$ cat config.mk
export PLATFORM = sky130hd
export DESIGN_NAME = mor1kx_branch_predictor_gshare_ckpt
export DESIGN_NICKNAME = d
export VERILOG_FILES = /design/src/rtl/mor1kx_bpred_pkg.sv /design/src/rtl/mor1kx_bpred_pht.sv /design/src/rtl/mor1kx_branch_predictor_gshare_ckpt.sv
export SDC_FILE = /design/constraint.sdc
export NUM_CORES = 2
export LEC_CHECK = 0
export CAP_MARGIN = 30
export CORE_MARGIN = 8
export CORE_UTILIZATION = 39
export DETAILED_ROUTE_END_ITERATION = 8
export PLACE_DENSITY = 0.56
export SLEW_MARGIN = 20
export SYNTH_ARGS = -nofsm -noshare
export SYNTH_HDL_FRONTEND = slang
export SYNTH_SLANG_ARGS = --single-unit
$ cat constraint.sdc
create_clock -name clk -period 84.5 [get_ports clk]
set_clock_uncertainty 0.15 [all_clocks]
set_input_delay 16.9 -clock clk [delete_from_list [all_inputs] [get_ports clk]]
set_output_delay 16.9 -clock clk [all_outputs]
set_load 0.02 [all_outputs]
$ cat src/rtl/mor1kx_bpred_pkg.sv
// ----------------------------------------------------------------------------
// mor1kx_bpred_pkg
//
// Shared types and helpers for the gshare branch predictor.
//   bpred_state_t : predictor FSM state (table sweep vs. active)
//   fold_hist()   : XOR-folds the global history onto the table index width
//   sat_inc()     : saturating up-count of a pattern counter
//   sat_dec()     : saturating down-count of a pattern counter
//   weak_taken()  : weakly-taken counter value for a given counter width
//
// The helpers operate on fixed maximum widths (64-bit history, 32-bit index,
// 4-bit counter) so one function serves every parameterisation; callers
// widen their operands and take the low bits of the result.
// ----------------------------------------------------------------------------
package mor1kx_bpred_pkg;

    typedef enum logic {
        FSM_INIT  = 1'b0,
        FSM_READY = 1'b1
    } bpred_state_t;

    localparam int MAX_HIST_BITS  = 64;
    localparam int MAX_INDEX_BITS = 32;
    localparam int MAX_CNT_BITS   = 4;

    // History bit b lands on index bit (b mod index_bits). This is the same
    // as XORing index_bits-wide chunks together with the top chunk
    // zero-extended, and degenerates to plain zero-extension when the
    // history is shorter than the index.
    function automatic logic [MAX_INDEX_BITS-1:0] fold_hist(
        input logic [MAX_HIST_BITS-1:0] hist,
        input int                       hist_bits,
        input int                       index_bits
    );
        logic [MAX_INDEX_BITS-1:0] folded;
        int                        pos;
        folded = '0;
        for (int b = 0; b < MAX_HIST_BITS; b++) begin
            if (b < hist_bits) begin
                pos = b % index_bits;
                folded[pos[4:0]] = folded[pos[4:0]] ^ hist[b];
            end
        end
        return folded;
    endfunction

    function automatic logic [MAX_CNT_BITS-1:0] sat_inc(
        input logic [MAX_CNT_BITS-1:0] cnt,
        input int                      cnt_bits
    );
        logic [MAX_CNT_BITS-1:0] max_val;
        max_val = MAX_CNT_BITS'((1 << cnt_bits) - 1);
        return (cnt >= max_val) ? max_val : cnt + 1'b1;
    endfunction

    function automatic logic [MAX_CNT_BITS-1:0] sat_dec(
        input logic [MAX_CNT_BITS-1:0] cnt
    );
        return (cnt == '0) ? '0 : cnt - 1'b1;
    endfunction

    function automatic logic [MAX_CNT_BITS-1:0] weak_taken(
        input int cnt_bits
    );
        return MAX_CNT_BITS'(1 << (cnt_bits - 1));
    endfunction

endpackage

$ cat src/rtl/mor1kx_bpred_pht.sv
// ----------------------------------------------------------------------------
// mor1kx_bpred_pht
//
// Pattern history table: 2^INDEX_BITS saturating counters of CNT_BITS each.
// One asynchronous read port (prediction lookup) and one synchronous write
// port (init sweep or resolve update). The array has no reset; the owner
// fills it with a known value after reset before using it.
//
// Ports
//   clk      in   1           clock
//   rd_idx   in   INDEX_BITS  read index
//   rd_data  out  CNT_BITS    counter at rd_idx, combinational
//   wr_en    in   1           write strobe
//   wr_idx   in   INDEX_BITS  write index
//   wr_data  in   CNT_BITS    value written at the next rising edge
// ----------------------------------------------------------------------------
module mor1kx_bpred_pht
    import mor1kx_bpred_pkg::*;
#(
    parameter int INDEX_BITS = 10,
    parameter int CNT_BITS   = 2
) (
    input  logic                  clk,
    input  logic [INDEX_BITS-1:0] rd_idx,
    output logic [CNT_BITS-1:0]   rd_data,
    input  logic                  wr_en,
    input  logic [INDEX_BITS-1:0] wr_idx,
    input  logic [CNT_BITS-1:0]   wr_data
);

    localparam int ENTRIES = 1 << INDEX_BITS;

    logic [CNT_BITS-1:0] mem [0:ENTRIES-1];

    assign rd_data = mem[rd_idx];

    always_ff @(posedge clk) begin
        if (wr_en) begin
            mem[wr_idx] <= wr_data;
        end
    end

endmodule

$ cat src/rtl/mor1kx_branch_predictor_gshare_ckpt.sv
// ----------------------------------------------------------------------------
// mor1kx_branch_predictor_gshare_ckpt
//
// gshare predictor for l.bf / l.bnf in decode. The global history is updated
// speculatively with each prediction and restored from a checkpoint taken at
// prediction time when the branch turns out to be mispredicted. After reset
// the pattern table is swept to weakly-taken, one entry per cycle, before
// the predictor becomes active.
//
// Ports
//   clk               in   1    clock
//   rst               in   1    asynchronous active-high reset
//   predict_req_i     in   1    conditional branch accepted in decode
//   predict_bf_i      in   1    1 = l.bf, 0 = l.bnf
//   predict_pc_i      in   OPW  branch PC
//   predicted_flag_o  out  1    predicted SR[F], combinational
//   ready_o           out  1    table sweep finished, predictor active
//   resolve_valid_i   in   1    pending branch resolved in execute
//   resolve_flag_i    in   1    actual SR[F]
//   mispredict_o      out  1    registered 1-cycle mispredict pulse
//   stat_clear_i      in   1    synchronous clear of the statistics
//   stat_pred_o       out  32   accepted predictions, saturating
//   stat_mispred_o    out  32   mispredicts, saturating
// ----------------------------------------------------------------------------
module mor1kx_branch_predictor_gshare_ckpt
    import mor1kx_bpred_pkg::*;
#(
    parameter int INDEX_BITS           = 10,
    parameter int HIST_BITS            = 12,
    parameter int CNT_BITS             = 2,
    parameter int OPTION_OPERAND_WIDTH = 32
) (
    input  logic                            clk,
    input  logic                            rst,
    input  logic                            predict_req_i,
    input  logic                            predict_bf_i,
    input  logic [OPTION_OPERAND_WIDTH-1:0] predict_pc_i,
    output logic                            predicted_flag_o,
    output logic                            ready_o,
    input  logic                            resolve_valid_i,
    input  logic                            resolve_flag_i,
    output logic                            mispredict_o,
    input  logic                            stat_clear_i,
    output logic [31:0]                     stat_pred_o,
    output logic [31:0]                     stat_mispred_o
);

    bpred_state_t state;
    bpred_state_t state_next;

    logic [INDEX_BITS-1:0] sweep_idx;
    logic                  sweep_last;
    logic                  ready;

    logic [HIST_BITS-1:0]  ghr;
    logic [HIST_BITS-1:0]  ckpt;

    logic                  pending;
    logic [INDEX_BITS-1:0] pend_idx;
    logic                  pend_bf;
    logic                  pend_taken;
    logic [CNT_BITS-1:0]   pend_cnt;

    logic [MAX_INDEX_BITS-1:0] folded_hist;
    logic [INDEX_BITS-1:0]     pred_idx;
    logic [CNT_BITS-1:0]       pht_rd_data;
    logic                      taken_pred;

    logic                      do_resolve;
    logic                      actual_taken;
    logic                      mispred;
    logic                      accept;
    logic [MAX_CNT_BITS-1:0]   inc_wide;
    logic [MAX_CNT_BITS-1:0]   dec_wide;
    logic [MAX_CNT_BITS-1:0]   weak_wide;
    logic [CNT_BITS-1:0]       upd_cnt;

    logic                      pht_wr_en;
    logic [INDEX_BITS-1:0]     pht_wr_idx;
    logic [CNT_BITS-1:0]       pht_wr_data;

    logic [31:0]               stat_pred_q;
    logic [31:0]               stat_mispred_q;

    logic                      unused_bits;

    assign sweep_last = (sweep_idx == {INDEX_BITS{1'b1}});
    assign ready      = (state == FSM_READY);
    assign ready_o    = ready;

    // FSM state register. The sweep always restarts from INIT on reset.
    always_ff @(posedge clk or posedge rst) begin
        if (rst) begin
            state <= FSM_INIT;
        end else begin
            state <= state_next;
        end
    end

    // Leave INIT on the cycle that writes the final table entry.
    always_comb begin
        state_next = state;
        case (state)
            FSM_INIT:  if (sweep_last) state_next = FSM_READY;
            FSM_READY: state_next = FSM_READY;
            default:   state_next = FSM_INIT;
        endcase
    end

    // Sweep pointer walks every table entry once while in INIT.
    always_ff @(posedge clk or posedge rst) begin
        if (rst) begin
            sweep_idx <= '0;
        end else if (state == FSM_INIT) begin
            sweep_idx <= sweep_idx + 1'b1;
        end
    end

    // Prediction lookup: folded history XOR word-aligned PC bits.
    assign folded_hist = fold_hist(MAX_HIST_BITS'(ghr), HIST_BITS, INDEX_BITS);
    assign pred_idx    = folded_hist[INDEX_BITS-1:0] ^ predict_pc_i[INDEX_BITS+1:2];
    assign taken_pred  = pht_rd_data[CNT_BITS-1];

    // l.bnf branches when the flag is clear, so its predicted flag is the
    // inverse of the taken prediction. Nothing is predicted during INIT.
    assign predicted_flag_o = ready & (predict_bf_i ? taken_pred : ~taken_pred);

    // A mispredicting resolve flushes a request arriving in the same cycle,
    // since that request was fetched down the wrong path.
    assign do_resolve   = ready & resolve_valid_i & pending;
    assign actual_taken = pend_bf ? resolve_flag_i : ~resolve_flag_i;
    assign mispred      = do_resolve & (actual_taken != pend_taken);
    assign accept       = ready & predict_req_i & ~mispred;

    // The counter value was captured at prediction time, so the update needs
    // no second read port on the table.
    assign inc_wide  = sat_inc(MAX_CNT_BITS'(pend_cnt), CNT_BITS);
    assign dec_wide  = sat_dec(MAX_CNT_BITS'(pend_cnt));
    assign weak_wide = weak_taken(CNT_BITS);
    assign upd_cnt   = actual_taken ? inc_wide[CNT_BITS-1:0] : dec_wide[CNT_BITS-1:0];

    // Table write port: sweep during INIT, resolve update afterwards.
    always_comb begin
        pht_wr_en   = 1'b0;
        pht_wr_idx  = pend_idx;
        pht_wr_data = upd_cnt;
        if (state == FSM_INIT) begin
            pht_wr_en   = 1'b1;
            pht_wr_idx  = sweep_idx;
            pht_wr_data = weak_wide[CNT_BITS-1:0];
        end else if (do_resolve) begin
            pht_wr_en = 1'b1;
        end
    end

    mor1kx_bpred_pht #(
        .INDEX_BITS (INDEX_BITS),
        .CNT_BITS   (CNT_BITS)
    ) u_pht (
        .clk     (clk),
        .rd_idx  (pred_idx),
        .rd_data (pht_rd_data),
        .wr_en   (pht_wr_en),
        .wr_idx  (pht_wr_idx),
        .wr_data (pht_wr_data)
    );

    // History, checkpoint and pending-branch bookkeeping. When a correct
    // resolve updates the very entry a new branch just read, the captured
    // counter takes the updated value so the next update starts from it; the
    // prediction itself still uses the pre-update value.
    always_ff @(posedge clk or posedge rst) begin
        if (rst) begin
            ghr          <= '0;
            ckpt         <= '0;
            pending      <= 1'b0;
            pend_idx     <= '0;
            pend_bf      <= 1'b0;
            pend_taken   <= 1'b0;
            pend_cnt     <= '0;
            mispredict_o <= 1'b0;
        end else begin
            mispredict_o <= mispred;
            if (mispred) begin
                ghr     <= {ckpt[HIST_BITS-2:0], actual_taken};
                pending <= 1'b0;
            end else if (accept) begin
                ghr        <= {ghr[HIST_BITS-2:0], taken_pred};
                ckpt       <= ghr;
                pending    <= 1'b1;
                pend_idx   <= pred_idx;
                pend_bf    <= predict_bf_i;
                pend_taken <= taken_pred;
                pend_cnt   <= (do_resolve && (pred_idx == pend_idx)) ? upd_cnt : pht_rd_data;
            end else if (do_resolve) begin
                pending <= 1'b0;
            end
        end
    end

    // Saturating statistics; clear has priority over counting.
    always_ff @(posedge clk or posedge rst) begin
        if (rst) begin
            stat_pred_q    <= '0;
            stat_mispred_q <= '0;
        end else if (stat_clear_i) begin
            stat_pred_q    <= '0;
            stat_mispred_q <= '0;
        end else begin
            if (accept && (stat_pred_q != 32'hFFFF_FFFF)) begin
                stat_pred_q <= stat_pred_q + 32'd1;
            end
            if (mispred && (stat_mispred_q != 32'hFFFF_FFFF)) begin
                stat_mispred_q <= stat_mispred_q + 32'd1;
            end
        end
    end

    assign stat_pred_o    = stat_pred_q;
    assign stat_mispred_o = stat_mispred_q;

    assign unused_bits = ^{folded_hist, inc_wide, dec_wide, weak_wide, predict_pc_i};

`ifndef SYNTHESIS
    // Decode must not hand over a new branch while one is still unresolved.
    a_no_overlap: assert property (@(posedge clk) disable iff (rst)
        !(ready && predict_req_i && pending && !resolve_valid_i));
`endif

endmodule

==> results.json <==
{
  "regArea_um2": 64400,
  "drive_gt1_frac": 0.159,
  "netlist_area_um2": 89300,
  "status": "finished clean",
  "netlist_instances": 5887,
  "max_freq_mhz": 24.3,
  "cts_resized": 0,
  "timing.rr.start": "ghr[10]",
  "clk_latency_ns": 0.88,
  "p_per_area_nw_per_um2": 21.8,
  "grt_setup_unrepaired": "false",
  "port_buffers": 83,
  "tns_ns": 0,
  "finalCriticalPeriod_ns": 41.21,
  "hold_path_startpoint": "ckpt[1]",
  "synth-seq-cells": 2162,
  "io_pins": 106,
  "cp-startpoint": "predict_pc_i[4]",
  "power.switching_w": 0.000477,
  "final_common_cell": "edfxtp_1",
  "cp.arrival_ns": 24.16,
  "startpoint_type": "input port",
  "p_int_w": 0.00172,
  "cts.sinks": 2162,
  "ys.flop_type": "edfxtp_1",
  "power_frac_clock": 0.440,
  "cts_buffers": 221,
  "synth_seq_area_share": 0.721,
  "path_class": "input port to primary output",
  "grt-ovfl-total": 0,
  "finalWeightedCongestion": 0.835,
  "synthArstFlopShare": 0.0527,
  "end_kind": "primary output",
  "ir_worst_vdd_mv": 0.0223,
  "hold_class": "flop to flop",
  "core-area_um2": 227000,
  "pwr-share-seq": 0.525,
  "post-dp-hpwl_um": 163000,
  "drt_iter0_markers": 7491,
  "root_buffer": "clkbuf_16",
  "clkTransAtPathRegs_ns": 0.06,
  "grt_antenna_before_repair": 17,
  "nNetsFinal": 5996,
  "fin_crit_sh": 0.488,
  "ys_warn_count": 0,
  "grt_first_pass_wirelength_um": 406000,
  "antenna_left": 0,
  "multi_input_area_um2": 23200,
  "setup-violations-final": 0,
  "p_comb_frac": 0.034,
  "postSynthAreaPerCell_um2": 15.2,
  "slew_headroom": 0.239,
  "cts_setup_buffers": 0,
  "route.detailed.drc": 0,
  "synth_edf_count": 2048,
  "final_core_util": 0.444,
  "dieArea_um2": 245000,
  "hold_violations": 0,
  "nFillCells": 20051,
  "cp_max_fo": 41,
  "ctsHtreeMaxLevel": 4,
  "slew_violations": 0,
  "grt_use_total": 0.230,
  "cp.required_ns": 67.45,
  "yosysUniqueCellTypes": 68,
  "max_slew.worst_pin.slew_ns": 1.14,
  "detail_route.vias_per_cell": 5.98,
  "power_leakage_nw": 30.0,
  "stdcell_area_um2": 101000,
  "holdBufCountCts": 0,
  "cts_buffer_depth": 3,
  "syn_nets": 5929,
  "placed_cell_area_um2": 93900,
  "vias": 54752,
  "area_growth_pct": 13.1,
  "die_w_um": 495,
  "start_util": 0.393,
  "final_cell_mix": "edfxtp_1, nor2_1, nand2_1",
  "power.share.switching": 0.217,
  "wl_um": 287000,
  "maxCapViolations": 0,
  "core.rowCount": 175,
  "drt_pass1_iterations": 7,
  "wl_per_cell_um": 31.3,
  "die_h_um": 495,
  "cts_tree": "built",
  "grt_pass1_vias": 53911,
  "grt_max_degree": 225
}
==> cells in the mapped netlist, types with 22 or more instances <==
| cell type | instances | area share |
|---|---|---|
| a21oi_1 | 54 | 0.0030 |
| a22oi_1 | 37 | 0.0031 |
| a31oi_1 | 57 | 0.0040 |
| a32oi_1 | 35 | 0.0034 |
| and3_1 | 22 | 0.0015 |
| buf_2 | 95 | 0.0053 |
| buf_4 | 26 | 0.0022 |
| clkbuf_1 | 270 | 0.011 |
| dfrtp_1 | 114 | 0.032 |
| edfxtp_1 | 2048 | 0.69 |
| mux2i_1 | 102 | 0.011 |
| mux4_2 | 384 | 0.097 |
| nand2_1 | 685 | 0.029 |
| nand3_1 | 248 | 0.014 |
| nand4_1 | 63 | 0.0044 |
| nor2_1 | 1178 | 0.050 |
| nor3_1 | 52 | 0.0029 |
| o2111ai_1 | 29 | 0.0028 |
| o21ai_0 | 43 | 0.0024 |
| or3_1 | 23 | 0.0016 |
| xnor2_1 | 42 | 0.0041 |
| xor2_1 | 50 | 0.0049 |
==> per-stage QoR <==
stage	worst slack, ns	instances	power (W)	hold WS (ns)
finish	43.29	9161	0.00220	0.330
detailed placement	43.48	8739	0.00125	0.320
CTS	43.46	9149	0.00221	0.334
global route	43.28	9152	0.00225	0.362
global placement	43.10	8726	0.00125	0.323
floorplan	19.46	5887	0.00122	0.297
==> critical path, stage by stage <==
cell,delay (ns)
clkdlybuf4s50_1,0.63
xor2_4,0.70
buf_4,0.76
buf_4,0.59
buf_4,0.69
buf_4,0.73
mux4_2,0.36
mux2i_1,0.08
o211ai_1,0.24
nand4_1,0.12
a211oi_1,0.27
buf_4,0.24
nor4_1,0.08
a41oi_2,0.40
o211ai_2,0.37
mux2i_1,0.26
clkdlybuf4s50_1,0.63
==> registers in the layout, indices dropped and copies added, names as in the netlist, 2 cells and up <==
register        cells
stat_pred_o        32
ghr                12
pend_cnt            2
sweep_idx          10
ckpt               11
pend_idx           10
u_pht.mem        2048
stat_mispred_o     32
==> power groups by stage <==
stage	registers [W]	logic, W	clock network, W
after floorplan	0.00118	0.0000411	0
after global placement	0.00118	0.0000743	0
after detailed placement	0.00118	0.0000744	0
after CTS	0.00115	0.0000746	0.000978
after global routing	0.00115	0.0000776	0.00102
final	0.00115	0.0000755	0.000967
==> area by class of cell <==
cell class,instances,area share
inverters,16,0.000619
diodes,11,0.000273
well taps,3009,0.0373
repair buffers,279,0.0252
clock inverters,143,0.0138
clock buffers,267,0.0565
flip-flops and latches,2162,0.637
multi-input cells,3274,0.229
==> worst paths after layout <==
check / endpoint / slack, ns / cells after the start
worst max-delay path: predicted_flag_o / 43.29 / 17
worst min-delay path: ckpt[1] / 0.33 / 2
worst max register to register: pend_cnt[0] / 77.27 / 14
worst min register to register: ckpt[1] / 0.33 / 2
max in group asynchronous: ready_o / 66.43 / 3
min in group asynchronous: stat_mispred_o[5] / 16.39 / 2
==> cells by family after synthesis <==
family / synth area share
buf+inv: 0.0239
mux: 0.110
compound gates: 0.0275
simple gates: 0.107
flops: 0.721
fa+ha+maj: 0.000420
xor+xnor: 0.0103
==> routing by layer <==
metal  global-route usage  vias up  part of all wire
li1                     -    22440                 -
met1                0.319    28919              0.40
met2                0.360     2867              0.46
met3               0.0500      526             0.099
met4               0.0805        0             0.038
met5                    0        -                 0
Power figures use the tool's default switching activity.
